--- src/rtl/haar_database_scheduler.sv ---
// Round-robin scheduler sharing one classifier-parameter ROM port among the cascade stage engines.
// Streams one parameter block per grant and tracks each stage's classifier pointer and count.
module haar_database_scheduler #(
    parameter int DATA_WIDTH_12            = 12,
    parameter int NUM_STAGES               = 24,
    parameter int NUM_PARAM_PER_CLASSIFIER = 18
) (
    input  logic                     clk_fpga,
    input  logic                     reset_fpga,
    input  logic                     i_restart,
    input  logic [NUM_STAGES-1:0]    i_req,
    input  logic [DATA_WIDTH_12-1:0] i_stage_base [NUM_STAGES],
    input  logic [DATA_WIDTH_12-1:0] i_num_classifier [NUM_STAGES],
    output logic                     o_rom_en,
    output logic [DATA_WIDTH_12-1:0] o_rom_addr,
    input  logic [DATA_WIDTH_12-1:0] i_rom_data,
    output logic [DATA_WIDTH_12-1:0] o_data,
    output logic                     o_data_valid,
    output logic [DATA_WIDTH_12-1:0] o_data_stage,
    output logic [DATA_WIDTH_12-1:0] o_data_index,
    output logic [NUM_STAGES-1:0]    o_grant,
    output logic [NUM_STAGES-1:0]    o_end_single_classifier,
    output logic [NUM_STAGES-1:0]    o_end_all_classifier,
    output logic                     o_busy
);

    localparam int SW = (NUM_STAGES > 1) ? $clog2(NUM_STAGES) : 1;
    localparam logic [DATA_WIDTH_12-1:0] ONE        = DATA_WIDTH_12'(1);
    localparam logic [DATA_WIDTH_12-1:0] LAST_WORD  = DATA_WIDTH_12'(NUM_PARAM_PER_CLASSIFIER - 1);
    localparam logic [DATA_WIDTH_12-1:0] BLOCK_LEN  = DATA_WIDTH_12'(NUM_PARAM_PER_CLASSIFIER);
    localparam logic [SW-1:0]            LAST_STAGE = SW'(NUM_STAGES - 1);

    typedef enum logic [1:0] {IDLE, FETCH, DRAIN} state_t;

    state_t                   state;
    logic [SW-1:0]            g;
    logic [SW-1:0]            last_grant;
    logic [DATA_WIDTH_12-1:0] word;
    logic [DATA_WIDTH_12-1:0] ptr [NUM_STAGES];
    logic [DATA_WIDTH_12-1:0] cnt [NUM_STAGES];
    logic                     init_load;
    logic                     restart_eff;

    logic [SW-1:0]            sel;
    logic [NUM_STAGES-1:0]    sel_oh;
    logic                     sel_found;

    // Request/grant: i_req is a level sampled only in IDLE; the grant is held
    // until the block's DRAIN completes, regardless of later i_req changes.
    assign restart_eff = i_restart | init_load;
    assign o_data      = i_rom_data;

    // Round-robin pick: first set request searching upward from last_grant+1 with wrap.
    always_comb begin
        int            t;
        logic [SW-1:0] idx;
        sel       = '0;
        sel_oh    = '0;
        sel_found = 1'b0;
        t         = 0;
        idx       = '0;
        for (int i = 0; i < NUM_STAGES; i++) begin
            t = int'(last_grant) + 1 + i;
            if (t >= NUM_STAGES) t = t - NUM_STAGES;
            idx = SW'(t);
            if (!sel_found && i_req[idx]) begin
                sel         = idx;
                sel_oh[idx] = 1'b1;
                sel_found   = 1'b1;
            end
        end
    end

    always_ff @(posedge clk_fpga or negedge reset_fpga) begin
        if (!reset_fpga) begin
            state                   <= IDLE;
            g                       <= '0;
            last_grant              <= LAST_STAGE;
            word                    <= '0;
            init_load               <= 1'b1;
            o_rom_en                <= 1'b0;
            o_rom_addr              <= '0;
            o_data_valid            <= 1'b0;
            o_data_stage            <= '0;
            o_data_index            <= '0;
            o_grant                 <= '0;
            o_end_single_classifier <= '0;
            o_end_all_classifier    <= '0;
            o_busy                  <= 1'b0;
            for (int s = 0; s < NUM_STAGES; s++) begin
                ptr[s] <= '0;
                cnt[s] <= '0;
            end
        end else begin
            o_end_single_classifier <= '0;
            o_end_all_classifier    <= '0;
            o_data_valid            <= o_rom_en;
            o_data_stage            <= DATA_WIDTH_12'(g);
            o_data_index            <= word;
            init_load               <= 1'b0;

            // Restart leaves the data pipeline alone so the in-flight word still emerges.
            if (restart_eff) begin
                state    <= IDLE;
                o_grant  <= '0;
                o_rom_en <= 1'b0;
                o_busy   <= 1'b0;
                for (int s = 0; s < NUM_STAGES; s++) begin
                    cnt[s] <= '0;
                    ptr[s] <= i_stage_base[s];
                end
            end else begin
                case (state)
                    IDLE: begin
                        if (sel_found) begin
                            g          <= sel;
                            last_grant <= sel;
                            o_grant    <= sel_oh;
                            word       <= '0;
                            o_rom_en   <= 1'b1;
                            o_rom_addr <= ptr[sel];
                            o_busy     <= 1'b1;
                            state      <= FETCH;
                        end
                    end
                    FETCH: begin
                        if (word == LAST_WORD) begin
                            o_rom_en <= 1'b0;
                            state    <= DRAIN;
                        end else begin
                            word       <= word + ONE;
                            o_rom_addr <= ptr[g] + word + ONE;
                        end
                    end
                    DRAIN: begin
                        o_end_single_classifier[g] <= 1'b1;
                        o_grant                    <= '0;
                        o_busy                     <= 1'b0;
                        state                      <= IDLE;
                        if (cnt[g] + ONE == i_num_classifier[g]) begin
                            o_end_all_classifier[g] <= 1'b1;
                            cnt[g]                  <= '0;
                            ptr[g]                  <= i_stage_base[g];
                        end else begin
                            cnt[g] <= cnt[g] + ONE;
                            ptr[g] <= ptr[g] + BLOCK_LEN;
                        end
                    end
                    default: state <= IDLE;
                endcase
            end
        end
    end

endmodule

--- config.mk ---
export PLATFORM = sky130hd
export DESIGN_NAME = haar_database_scheduler
export DESIGN_NICKNAME = d
export VERILOG_FILES = /design/src/rtl/haar_database_scheduler.sv
export SDC_FILE = /design/constraint.sdc
export NUM_CORES = 2
export LEC_CHECK = 0
export CELL_PAD_IN_SITES_DETAIL_PLACEMENT = 2
export CELL_PAD_IN_SITES_GLOBAL_PLACEMENT = 2
export CORE_AREA = 2 2 374 376
export CTS_BUF_LIST = sky130_fd_sc_hd__clkbuf_16
export CTS_CLUSTER_SIZE = 30
export DETAILED_ROUTE_END_ITERATION = 10
export DIE_AREA = 0 0 376 378
export MAX_ROUTING_LAYER = met4
export PLACE_DENSITY = 0.87
export SLEW_MARGIN = 0
export SYNTH_ARGS = -nofsm -noshare
export SYNTH_HDL_FRONTEND = slang
export SYNTH_SLANG_ARGS = --single-unit
--- constraint.sdc ---
create_clock -name clk_fpga -period 19.65 [get_ports clk_fpga]
set_input_delay 2.9475 -clock clk_fpga [delete_from_list [all_inputs] [get_ports clk_fpga]]
set_output_delay 2.9475 -clock clk_fpga [all_outputs]
set_load 0.01 [all_outputs]
==> metrics.yaml, run 1 <==
status: "did not finish"
haltStage: "detailed routing (5_2_route)"
firstError: "[ERROR DRT-0255] Maze Route cannot find path of net i_rom_data[7] in worker of routeBox ( 338100 289800 ) ( 376000 338100 )."
syn_avg_cell_area_um2: 9.28
cts.sinks: 704
async_flop_share: 1.00
yosys_warnings: 0
grt_start_max_net_pins: 192
synth_ff_type: "dfrtp_1"
grt_overflow_total: 0
syn_inst: 5479
cts_hold_buf: 0
dp_cells: 7618
yosysTopAreaCellShare: 0.344
grt_usage: 0.452
dieHeight_um: 378
grt_pass1_vias: 58300
numCtsBuffers: 85
synthMuxAreaShare: 0.227
io_buffers: 706
synthXorXnorAreaFrac: 0.0137
ys_top_cells_by_area: "dfrtp_1 34%, mux4_2 14%, mux2i_1 7.9%"
gp_congestion: 1.07
synth.distinct_cells: 114
cts_buffer_depth: 3
grt_pass1_wl_um: 450000
synthAdderAreaFrac: 0.0144
synth_compound_gate_area_share: 0.192
synth-simple-area-share: 0.158
cts_resized: 0
seq_area_frac_synth: 0.346
h-tree-depth: 3
synth_area_leader_cell: "dfrtp_1"
dp_hpwl_um: 218000
synth-edff-count: 0
cts-root-buf: "clkbuf_16"
grt_antenna_before_repair: 36
start_util: 0.367
pre_cts_slack_ns: 9.02
post_cts_buffers: 0
die_x_um: 376
rows: 137
ios: 738
synth_top_family_by_area: "multiplexers"
netlist_area_um2: 50900
ys_seq_elements: 704
-- through the flow --
step           hold WS, ns  cell area, um2
2_1_floorplan        0.352           50900
3_3_place_gp         0.467           59200
3_5_place_dp         0.473           59200
4_1_cts              0.488           62100
5_1_grt              0.513           62200
-- cells by family after synthesis --
family / after synthesis
and+or+nand+nor: 1840
AOI/OAI and AO/OA: 1470
muxes: 760
DFF: 704
adders and majority gates: 58
xor gates and xnor gates: 72
buffers and inverters: 574
other: 1
-- Yosys cell counts (all sizes together) (38+ instances only) --
library cell	count
inv	57
a22o	124
nand2	1071
clkbuf	349
o22ai	62
a211oi	44
dfrtp	699
mux4	308
mux2i	401
nand3	86
o21ai	362
xnor2	46
mux2	51
nor2	318
nor3	92
a22oi	72
buf	165
ha	57
a31oi	115
o21a	38
a21oi	308
-- per-layer routing --
layer	global-route usage
met5	-
met4	0.288
met3	0.137
met2	0.653
met1	0.548
==> run 2: changes to the inputs <==
==> config.mk (replaced) <==
export PLATFORM = sky130hd
export DESIGN_NAME = haar_database_scheduler
export DESIGN_NICKNAME = d
export VERILOG_FILES = /design/src/rtl/haar_database_scheduler.sv
export SDC_FILE = /design/constraint.sdc
export NUM_CORES = 2
export LEC_CHECK = 0
export CORE_AREA = 2 2 385 387
export DETAILED_ROUTE_END_ITERATION = 10
export DIE_AREA = 0 0 387 389
export PLACE_DENSITY_LB_ADDON = 0.15
export SLEW_MARGIN = 0
export SYNTH_ARGS = -nofsm -noshare
export SYNTH_HDL_FRONTEND = slang
export SYNTH_SLANG_ARGS = --single-unit
==> metrics.yaml, run 2 <==
crit_path_end_kind: "register"
syn_inst: 5479
nNetsFinal: 6585
crit_family: "buffers and inverters"
core_um2: 147000
die_x_um: 387
netlist_area_um2: 50900
period_share: 0.559
numCtsBuffers: 87
start_util: 0.347
grt_pass1_vias: 47700
dp_hpwl_um: 195000
rows: 141
hold_viol: 0
status: "complete, no violations"
grt_antenna_before_repair: 14
grt_start_max_net_pins: 251
post_cts_buffers: 0
dr_total_vias: 49900
synth-edff-count: 0
synth_ff_type: "dfrtp_1"
final_common_cell: "nand2_1"
crit_fanout: 79
dieHeight_um: 389
drc: 0
via_per_inst: 6.30
top_regs: "cnt: 288 flops, ptr: 288 flops"
seq_area_frac_synth: 0.346
synth_area_leader_cell: "dfrtp_1"
ys_seq_elements: 704
finalSetupTns_ns: 0
max_freq_mhz: 91.1
relSlewSlack: 0.0290
yosys_warnings: 0
critPathBufInv: 8
maxCapViolCount: 0
final_cell_mix: "1064 x nand2_1, 705 x clkdlybuf4s50_1, 695 x dfrtp_1"
synth_common_cells: "1066 x nand2_1, 699 x dfrtp_1, 401 x mux2i_1"
grt_pass1_wl_um: 369000
drt-wirelength-per-cell_um: 33.1
slowest_stage: "dfstp_4"
timing.hold.ws_ns: 0.477
cts-root-buf: "clkbuf_16"
crit_path_start_kind: "register"
tightest_slew_ns: 1.44
hold_path_class: "reg2reg"
grt_overflow_total: 0
syn_avg_cell_area_um2: 9.28
finalSetupViolations: 0
rsz0062_at_grt: "false"
io_buffers: 706
final_util: 0.426
cp.arrival_ns: 11.55
ios: 738
critPathMostFrequentCell: "buf_4"
required_ns: 20.23
async_flop_share: 1.00
routed_wl_um: 262000
cts_buffer_depth: 3
cts_tree: "yes"
drv_slew: 0
cts_hold_buf: 0
critPathMaxStageDelay_ns: 1.06
clk_latency_ns: 0.73
skew_ns: 0.0494
yosysMostFrequentCell: "nand2_1"
drtAntennaViolNets: 0
drt-initial-drc-count: 6432
crit_type: "reg2reg"
cts_resized: 0
yosysTopAreaCellShare: 0.344
grt_usage: 0.338
drive_gt1_frac: 0.131
synth.distinct_cells: 114
min_period_ns: 10.98
gp_congestion: 1.06
die_area_um2: 151000
ys_top_cells_by_area: "dfrtp_1 34%, mux4_2 14%, mux2i_1 7.9%"
clkSlewWorstSetupHoldPaths_ns: 0.06
h-tree-depth: 3
drt_first_pass_iters: 8
area_growth_pct: 22.7
cts.sinks: 704
==> run 2: cells by family (layout without fill, tap and decap cells) <==
family          count (synthesis)  in the layout  synth area share
flops                         704            704             0.346
xor+xnor                       72             72            0.0137
mux                           760            760             0.227
fa+ha+maj                      58             58            0.0144
simple gates                 1840           1840             0.158
buf+inv                       574           1070            0.0488
compound gates               1470           1470             0.192
other cells                     1             12         0.0000737
==> run 2: path summary, 6_finish.rpt <==
path | cells after the start | to | slack [ns] | startpoint
max reg2reg | 29 | o_rom_addr[3]$_DFFE_PN0P_ | 8.67 | last_grant[0]$_DFFE_PN1P_
min reg2reg | 2 | o_grant[19]$_DFFE_PN0P_ | 0.48 | o_grant[19]$_DFFE_PN0P_
min in group asynchronous | 1 | cnt[139]$_DFFE_PN0P_ | 2.37 | reset_fpga
max in group asynchronous | 3 | ptr[280]$_DFFE_PN0P_ | 14.92 | reset_fpga
max | 29 | o_rom_addr[3]$_DFFE_PN0P_ | 8.67 | last_grant[0]$_DFFE_PN1P_
min | 2 | o_grant[19]$_DFFE_PN0P_ | 0.48 | o_grant[19]$_DFFE_PN0P_
==> run 2: cell type report <==
cell class | count | area (um2)
Fill cell | 14400 | 84200
Sequential cell | 704 | 17600
Clock inverter | 42 | 558
Multi-Input combinational cell | 4208 | 31000
Inverter | 60 | 225
Antenna cell | 4 | 10.0
Tap cell | 1930 | 2410
Clock buffer | 117 | 2410
Timing Repair Buffer | 851 | 8200
==> run 2: metal layers <==
metal / vias up / track usage / wire length (um)
met2: 2878 / 0.502 / 114000
met3: 508 / 0.0822 / 25800
met1: 25300 / 0.463 / 109000
met4: 6 / 0.155 / 13600
met5: - / 0 / 49
li1: 21200 / - / -
==> run 2: metrics by stage <==
step / std cells / worst slack, ns / cell area (um2)
detailed placement: 7753 / 9.07 / 59400
global route: 7912 / 8.23 / 62400
floorplan: 5486 / 11.98 / 50900
finish: 7916 / 8.67 / 62400
CTS: 7912 / 9.03 / 62400
global placement: 7753 / 9.07 / 59400
==> run 2: worst reg2reg max path: cells and delay by family (launching register included) <==
kind	cells	cell delay (ns)
buffers and inverters	8	2.99
AO/OA/AOI/OAI	8	2.62
AND/OR/NAND/NOR	6	1.60
adder cells (fa/ha/maj)	4	1.31
flip-flops	1	1.06
XOR/XNOR	1	0.83
multiplexers	2	0.44
Power of run 2 is left out: the tool's default activity adds up to more than one toggle a clock period on the data nets, which glitch-free logic cannot reach.
